**src/rtl/interfaz_pago.sv**
```systemverilog
// rtl/interfaz_pago.sv - coin debouncer and pay/finalize handshake front-end for the washer controller
//
// Purpose:
//    Debounces the raw coin sensor, forwards accepted coins as single-cycle
//    pulses, returns coins beyond the per-transaction limit or after the
//    transaction has closed, and ends the transaction on the pay button or
//    on inactivity. Finalize is never issued in, or right after, a coin pulse.
//
// Ports:
//    i_clk             system clock, rising edge
//    i_reset           synchronous, active-high
//    i_coin_sensor     raw, bouncy coin slot sensor (high while a coin passes)
//    i_boton_pagar     clean, synchronous pay button (rising edge used)
//    o_intro_moneda    one-cycle pulse per accepted coin
//    o_finalizar_pago  one-cycle pulse ending the transaction
//    o_devolver_moneda one-cycle pulse per returned coin
//    o_monedas         coins forwarded in the current transaction
//    o_cobrando        high while collecting coins
module interfaz_pago #(
   parameter int DEBOUNCE_CYCLES = 4,
   parameter int TIMEOUT_CYCLES  = 100,
   parameter int MAX_MONEDAS     = 9
) (
   input  logic       i_clk,
   input  logic       i_reset,
   input  logic       i_coin_sensor,
   input  logic       i_boton_pagar,
   output logic       o_intro_moneda,
   output logic       o_finalizar_pago,
   output logic       o_devolver_moneda,
   output logic [3:0] o_monedas,
   output logic       o_cobrando
);

   localparam int DBW = $clog2(DEBOUNCE_CYCLES + 1);
   localparam int TMW = $clog2(TIMEOUT_CYCLES + 1);
   localparam logic [DBW-1:0] DB_LAST = DBW'(DEBOUNCE_CYCLES - 1);
   localparam logic [TMW-1:0] TM_LOAD = TMW'(TIMEOUT_CYCLES);
   localparam logic [3:0]     MON_MAX = 4'(MAX_MONEDAS);

   localparam logic [1:0] ST_IDLE     = 2'd0;
   localparam logic [1:0] ST_COBRANDO = 2'd1;
   localparam logic [1:0] ST_CERRADO  = 2'd2;

   logic [DBW-1:0] r_db_cnt;
   logic           r_db_level;
   logic           r_db_prev;
   logic           r_btn_prev;
   logic           r_btn_evt;
   logic           r_pending;
   logic [TMW-1:0] r_timer;
   logic [1:0]     r_state;

   logic [1:0]     w_state_next;
   logic           w_coin_evt;
   logic           w_accept;
   logic           w_reject;
   logic           w_fin_cause;
   logic           w_fin_fire;

   // Debouncer: the level flips on the D-th consecutive differing sample.
   // r_db_prev delays the level one cycle so the coin event is a registered
   // rising edge, consumed by the FSM on the following edge.
   always_ff @(posedge i_clk) begin
      if (i_reset) begin
         r_db_cnt   <= '0;
         r_db_level <= 1'b0;
         r_db_prev  <= 1'b0;
         r_btn_prev <= 1'b0;
         r_btn_evt  <= 1'b0;
      end else begin
         r_db_prev  <= r_db_level;
         r_btn_prev <= i_boton_pagar;
         r_btn_evt  <= i_boton_pagar & ~r_btn_prev;
         if (i_coin_sensor != r_db_level) begin
            if (r_db_cnt == DB_LAST) begin
               r_db_level <= i_coin_sensor;
               r_db_cnt   <= '0;
            end else begin
               r_db_cnt <= r_db_cnt + 1'b1;
            end
         end else begin
            r_db_cnt <= '0;
         end
      end
   end

   always_comb begin
      w_coin_evt  = r_db_level & ~r_db_prev;
      w_accept    = w_coin_evt &
                    ((r_state == ST_IDLE) | ((r_state == ST_COBRANDO) & (o_monedas < MON_MAX)));
      w_reject    = w_coin_evt & ~w_accept;
      w_fin_cause = (r_state == ST_COBRANDO) & (r_btn_evt | (r_timer == '0));
      // Finalize may not share a cycle with a coin pulse nor follow one
      // directly; a blocked cause is parked in r_pending until legal.
      w_fin_fire  = (r_state == ST_COBRANDO) & (w_fin_cause | r_pending) &
                    ~w_accept & ~o_intro_moneda;
      w_state_next = r_state;
      if ((r_state == ST_IDLE) && w_accept) begin
         w_state_next = ST_COBRANDO;
      end else if (w_fin_fire) begin
         w_state_next = ST_CERRADO;
      end
   end

   always_ff @(posedge i_clk) begin
      if (i_reset) begin
         r_state           <= ST_IDLE;
         r_timer           <= '0;
         r_pending         <= 1'b0;
         o_intro_moneda    <= 1'b0;
         o_finalizar_pago  <= 1'b0;
         o_devolver_moneda <= 1'b0;
         o_monedas         <= 4'd0;
         o_cobrando        <= 1'b0;
      end else begin
         r_state           <= w_state_next;
         o_cobrando        <= (w_state_next == ST_COBRANDO);
         o_intro_moneda    <= w_accept;
         o_devolver_moneda <= w_reject;
         o_finalizar_pago  <= w_fin_fire;

         if (w_accept) begin
            o_monedas <= o_monedas + 1'b1;
            r_timer   <= TM_LOAD;
         end else if ((r_state == ST_COBRANDO) && (r_timer != '0)) begin
            r_timer <= r_timer - 1'b1;
         end

         if (w_fin_fire) begin
            r_pending <= 1'b0;
         end else if (w_fin_cause) begin
            r_pending <= 1'b1;
         end
      end
   end

endmodule
```
**config.mk**
```make
export PLATFORM = sky130hd
export DESIGN_NAME = interfaz_pago
export DESIGN_NICKNAME = d
export VERILOG_FILES = /design/src/rtl/interfaz_pago.sv
export SDC_FILE = /design/constraint.sdc
export NUM_CORES = 1
export LEC_CHECK = 0
export BUFFER_PORTS_ARGS = -buffer_cell sky130_fd_sc_hd__buf_2
export CORE_MARGIN = 3
export CORE_UTILIZATION = 55
export CTS_CLUSTER_DIAMETER = 60
export DETAILED_ROUTE_END_ITERATION = 8
export HOLD_SLACK_MARGIN = 0.05
export MAX_ROUTING_LAYER = met4
export PLACE_DENSITY = 0.76
export SLEW_MARGIN = 20
export SYNTH_ARGS = -nofsm -noshare
export SYNTH_HDL_FRONTEND = slang
export SYNTH_SLANG_ARGS = --single-unit
```
**constraint.sdc**
```tcl
create_clock -name i_clk -period 1.9 [get_ports i_clk]
set_input_delay 0.475 -clock i_clk [delete_from_list [all_inputs] [get_ports i_clk]]
set_output_delay 0.475 -clock i_clk [all_outputs]
set_load 0.01 [all_outputs]
```
==> results of run 1 <==
==> power by group <==
part	leakage [nW]	switching, mW	internal (mW)
Sequential	0.202	0.00415	0.531
Clock	0.0150	0.142	0.0817
Combinational	0.248	0.0171	0.0124
Total	0.465	0.163	0.625
==> layout by cell type, fill, tap and decap left out, types with 2 or more instances in the layout <==
master    count
nor3b_1       3
xor2_1        2
a21oi_1       2
or3_1         3
a31oi_1       3
dfxtp_1      25
nor3_1        3
buf_2        11
nand2b_1      2
mux2i_1       2
nor4_1        2
o21ai_0       2
nand2_1       2
ha_1          5
clkbuf_4      3
inv_1         7
a211oi_1      3
o21bai_1      2
nor2_1       17
xnor2_1       5
nor2b_1       6
==> logic make-up after synthesis <==
kind of cell,synth area share
simple gates,0.236
flops,0.472
compound gates,0.125
buf+inv,0.0318
xor+xnor,0.0578
fa+ha+maj,0.0590
mux,0.0189
==> synth_stat cells, types with 2 or more instances <==
| cell | n | area, µm² |
|---|---|---|
| nand2b_1 | 2 | 12.5 |
| xnor2_1 | 5 | 43.8 |
| o21bai_1 | 2 | 15.0 |
| nor2b_1 | 6 | 37.5 |
| or3_1 | 3 | 18.8 |
| a211oi_1 | 3 | 22.5 |
| mux2i_1 | 2 | 20.0 |
| a21oi_1 | 2 | 10.0 |
| dfxtp_1 | 25 | 500 |
| xor2_1 | 2 | 17.5 |
| clkbuf_1 | 2 | 7.51 |
| nand2_1 | 2 | 7.51 |
| nor3_1 | 3 | 15.0 |
| nor4_1 | 2 | 12.5 |
| nor2_1 | 17 | 63.8 |
| inv_1 | 7 | 26.3 |
| a31oi_1 | 3 | 18.8 |
| ha_1 | 5 | 62.6 |
| nor3b_1 | 3 | 22.5 |
| o21ai_0 | 2 | 10.0 |
==> registers in the layout, summed over array words and instances (netlist names) <==
name               flops
r_btn_evt              1
o_devolver_moneda      1
r_btn_prev             1
o_intro_moneda         1
r_db_level             1
r_pending              1
o_cobrando             1
r_db_prev              1
r_db_cnt               3
r_timer                7
r_state                2
o_finalizar_pago       1
o_monedas              4
==> stage by stage <==
stage,total power [mW],cells,utilization,hold slack [ns]
detailed placement,0.576,147,0.644,0.377
floorplan,0.567,112,-,0.367
global route,0.825,151,0.658,0.412
global placement,0.575,147,0.644,0.371
CTS,0.797,151,0.658,0.395
finish,0.788,151,0.658,0.393
==> routing by layer <==
metal,vias to the layer above,global-route usage,share of wire
li1,420,-,-
met1,367,0.195,0.47
met2,6,0.289,0.50
met3,2,0.0363,0.022
met4,0,0.0553,0.0082
met5,-,-,0
==> critical path, cell delays in order, from the launching register on <==
cell     delay (ns)
dfxtp_1        0.40
inv_1          0.09
ha_1           0.19
nor2b_1        0.16
o21ai_0        0.30
nor3b_1        0.28
nor3b_1        0.24
==> worst paths after layout <==
check | cells past startpoint | from | end | slack (ns)
hold reg to reg | 1 | r_btn_prev | r_btn_evt | 0.39
setup reg to reg | 6 | o_monedas[0] | o_finalizar_pago | 0.14
setup / recovery | 6 | o_monedas[0] | o_finalizar_pago | 0.14
hold / removal | 1 | r_btn_prev | r_btn_evt | 0.39
==> cell type report <==
class,count,share of cell area
multi-input cells,78,0.449
flip-flops and latches,25,0.426
repair buffers,12,0.0533
well taps,25,0.0267
clock buffers,4,0.0224
inverters,7,0.0224
==> run summary, run 1 <==
Outcome -> complete, no violations
Die height -> 49.9 µm
Fillers -> 173
RSZ-0062 raised after global routing -> false
# IOs -> 12
IO Port Bufs -> 11
Worst Setup End Kind -> flop
Pin count of the biggest net entering global routing -> 20
Area of the multi-input gates -> 527 µm²
Ratio of final minimum period to clock period -> 0.925
Peak supply drop -> 0.548 mV
Post-DR vias/cell -> 5.26
First-pass GRT wire length -> 3170 µm
Post-Syn Nets -> 121
Synth Register Bits -> 25
TritonRoute pass-1 iters -> 4
DP Area -> 1150 µm²
Final Cell Area -> 1170 µm²
CTS resizes -> 0
Number of enable flip-flop cells after synthesis -> 0
Fin crit period -> 1.76 ns
CTS sink count -> 25
Relative slew slack -> 0.664
Die Footprint -> 2490 µm²
H-tree Lvls -> 1
Pwr/cell area -> 671 nW/µm²
Worst-margin pin slew -> 0.502 ns
Num CTS Buffers -> 3
Layout cell share with drive strength beyond 1 -> 0.143
Mapped Cells -> 112
CTS tree -> done
YS warnings -> 0
Fmax -> 0.569 GHz
Worst Skew -> 0.00371 ns
Vias in the first global route -> 778
Chip Width -> 49.9 µm
Reg area -> 500 µm²
Placer's final routability congestion estimate -> 0.883
Hold Path Class -> reg -> reg
Core area -> 1780 µm²
Layout Nets -> 136
Ant. Diodes -> 0
DRT iter0 DRCs -> 11
Final count of pins violating max slew -> 0
Share of async-settable or async-resettable flops after synthesis -> 0
Starting Density -> 0.595
Leakage -> 0.465 nW
Worst EP arrival -> 1.98 ns
Place WS -> 0.230 ns
Max-Cap Viols -> 0
CTS Buffer Depth -> 2
Initial antenna violation count -> 0
GRT Util Overall -> 0.169
Most used flip-flop cell after synthesis -> dfxtp_1
Clk slew on worst S/H paths -> 0.13 ns
Syn avg cell area -> 9.47 µm²
Core Rows -> 15
Final HPWL from detailed placement -> 1340 µm
Detailed-route via count -> 795
Hold-fix buffers, CTS -> 0
Total length of routed wires -> 1830 µm
Final TNS setup -> 0 ns
Antenna viol nets, final -> 0
Global route total overflow -> 0
Final hold vios -> 0
Setup bufs post-CTS -> 0
Seq/Total Area, Yosys -> 0.472
Worst Path Required -> 2.12 ns
# DRC -> 0
Setup CP Type -> reg -> reg
Number of library cell types mapped by synthesis -> 34
Final setup viols -> 0
Area Overhead vs Synth -> 10.6%
Avg WL per Cell -> 12.1 µm
Startpoint types -> flop
Setup ws final -> 0.143 ns
Crit-path max FO -> 4
Root Buffer -> clkbuf_4
Area of the mapped netlist -> 1060 µm²
Worst-Skew Late Latency -> 0.30 ns
Note: power is estimated with default switching activity, not from simulation.
==> run 2, diff against run 1 <==
CTS_BUF_LIST = sky130_fd_sc_hd__clkbuf_16   (was unset)
==> run 2 against run 1 <==
Against the previous run:
- register-to-register slack better by 0.05 ns
- clock skew is 0.0015 ns lower
- total power is 29% higher
- critical endpoint unchanged
- routed wire length is 5.1% higher
==> run summary, run 2 (synthesized netlist as in run 1, its figures left out) <==
Worst R2R End -> o_finalizar_pago
Leakage -> 0.495 nW
Hold depth -> 1
CTS tree -> done
GRT Util Overall -> 0.188
Hold Path Class -> reg -> reg
Avg WL per Cell -> 12.7 µm
Pwr/cell area -> 822 nW/µm²
Total length of routed wires -> 1920 µm
Die height -> 49.9 µm
Worst-margin pin slew -> 0.507 ns
Root Buffer -> clkbuf_16
Fmax -> 0.587 GHz
Max-Cap Viols -> 0
Worst Skew -> 0.00226 ns
DRT iter0 DRCs -> 17
Detailed-route via count -> 822
Chip Width -> 49.9 µm
Finished Layout Cells -> 151
Biggest register -> r_timer
Most common cell after layout, fill and taps aside -> dfxtp_1
Final count of pins violating max slew -> 0
Core area -> 1780 µm²
Final TNS setup -> 0 ns
Final Cell Area -> 1230 µm²
DP Area -> 1150 µm²
RSZ-0062 raised after global routing -> false
Largest regs -> r_timer (7), o_monedas (4), r_db_cnt (3)
Worst EP arrival -> 1.87 ns
Routed wl met2 -> 923 µm
Max FFs per register -> 7
Final setup viols -> 0
Layout cell share with drive strength beyond 1 -> 0.151
Area Overhead vs Synth -> 16.0%
Commonest non-fill, non-tap cells in the layout -> 25 x dfxtp_1, 17 x nor2_1, 11 x buf_2
Starting Density -> 0.595
Vias in the first global route -> 799
H-tree Lvls -> 1
Post-DR vias/cell -> 5.44
Placer's final routability congestion estimate -> 0.883
Relative slew slack -> 0.661
Startpoint types -> flop
Crit-path max FO -> 4
IO Port Bufs -> 11
Hold Path End -> r_btn_evt
Placed cell count -> 147
Worst Path Required -> 2.07 ns
Outcome -> complete, no violations
Worst Setup End Kind -> flop
CTS Buffer Depth -> 2
R2r startpoint -> o_monedas[0]
Fin util -> 0.691
Antenna viol nets, final -> 0
# DRC -> 0
Fin crit period -> 1.70 ns
Layout Nets -> 136
Final hold vios -> 0
Metal3 WL -> 92 µm
Peak supply drop -> 0.567 mV
Worst-Skew Late Latency -> 0.25 ns
Uppermost routed layer -> met4
Place WS -> 0.230 ns
Hold-fix buffers, CTS -> 0
R2r setup slk -> 0.20 ns
Fin Hold WS -> 0.388 ns
CTS sink count -> 25
Initial antenna violation count -> 0
# IOs -> 12
M1 WL -> 867 µm
Die Footprint -> 2490 µm²
Reg2reg path depth -> 6
Pin count of the biggest net entering global routing -> 20
Min-delay src -> r_btn_prev
Global route total overflow -> 0
Pwr Total -> 1.01 mW
Fillers -> 155
Num CTS Buffers -> 3
Launch point of the worst path -> o_monedas[0]
Core Rows -> 15
Final HPWL from detailed placement -> 1340 µm
Ratio of final minimum period to clock period -> 0.896
First-pass GRT wire length -> 3390 µm
Clk slew on worst S/H paths -> 0.06 ns
Setup CP Type -> reg -> reg
Setup ws final -> 0.197 ns
TritonRoute pass-1 iters -> 4
Ant. Diodes -> 0
==> run 2: area by class of cell <==
type / count / area [µm²] / share of cell area
clock buffers: 3 / 75.1 / 0.0610
clock inverters: 1 / 3.75 / 0.00305
inverters: 7 / 26.3 / 0.0213
multi-input cells: 78 / 532 / 0.432
flip-flops and latches: 25 / 500 / 0.407
well taps: 25 / 31.3 / 0.0254
repair buffers: 12 / 62.6 / 0.0508
==> run 2: power breakdown <==
part	internal, mW	switching [mW]
sequential	0.531	0.00421
combinational	0.0124	0.0175
clock	0.281	0.167
total	0.824	0.188
==> run 2: critical path: stages (launching register included) <==
cell and delay [ns]:
dfxtp_1 0.37, inv_1 0.09, ha_1 0.19, nor2b_1 0.16, o21ai_0 0.30, nor3b_2 0.26
nor3b_1 0.23
==> run 2: how the worst max path moves through the flow <==
stage / endpoint / slack (ns) / depth (start not counted)
final: o_finalizar_pago / 0.20 / 6
after CTS: o_finalizar_pago / 0.15 / 6
after global placement: o_finalizar_pago / 0.30 / 6
after detailed placement: o_finalizar_pago / 0.23 / 6
after floorplan: o_finalizar_pago / 0.38 / 6
after global routing: o_finalizar_pago / 0.08 / 6
==> run 2: repair_timing <==
item,in CTS,in global routing
resized for setup,0,1
setup buffers,0,0
setup endpoints to repair,0,1
hold endpoints to repair,0,0
==> run 2: metal layers <==
metal / vias to the layer above / global-route usage
li1: 418 / -
met1: 382 / 0.221
met2: 18 / 0.289
met3: 4 / 0.0453
met4: 0 / 0.111
met5: - / -
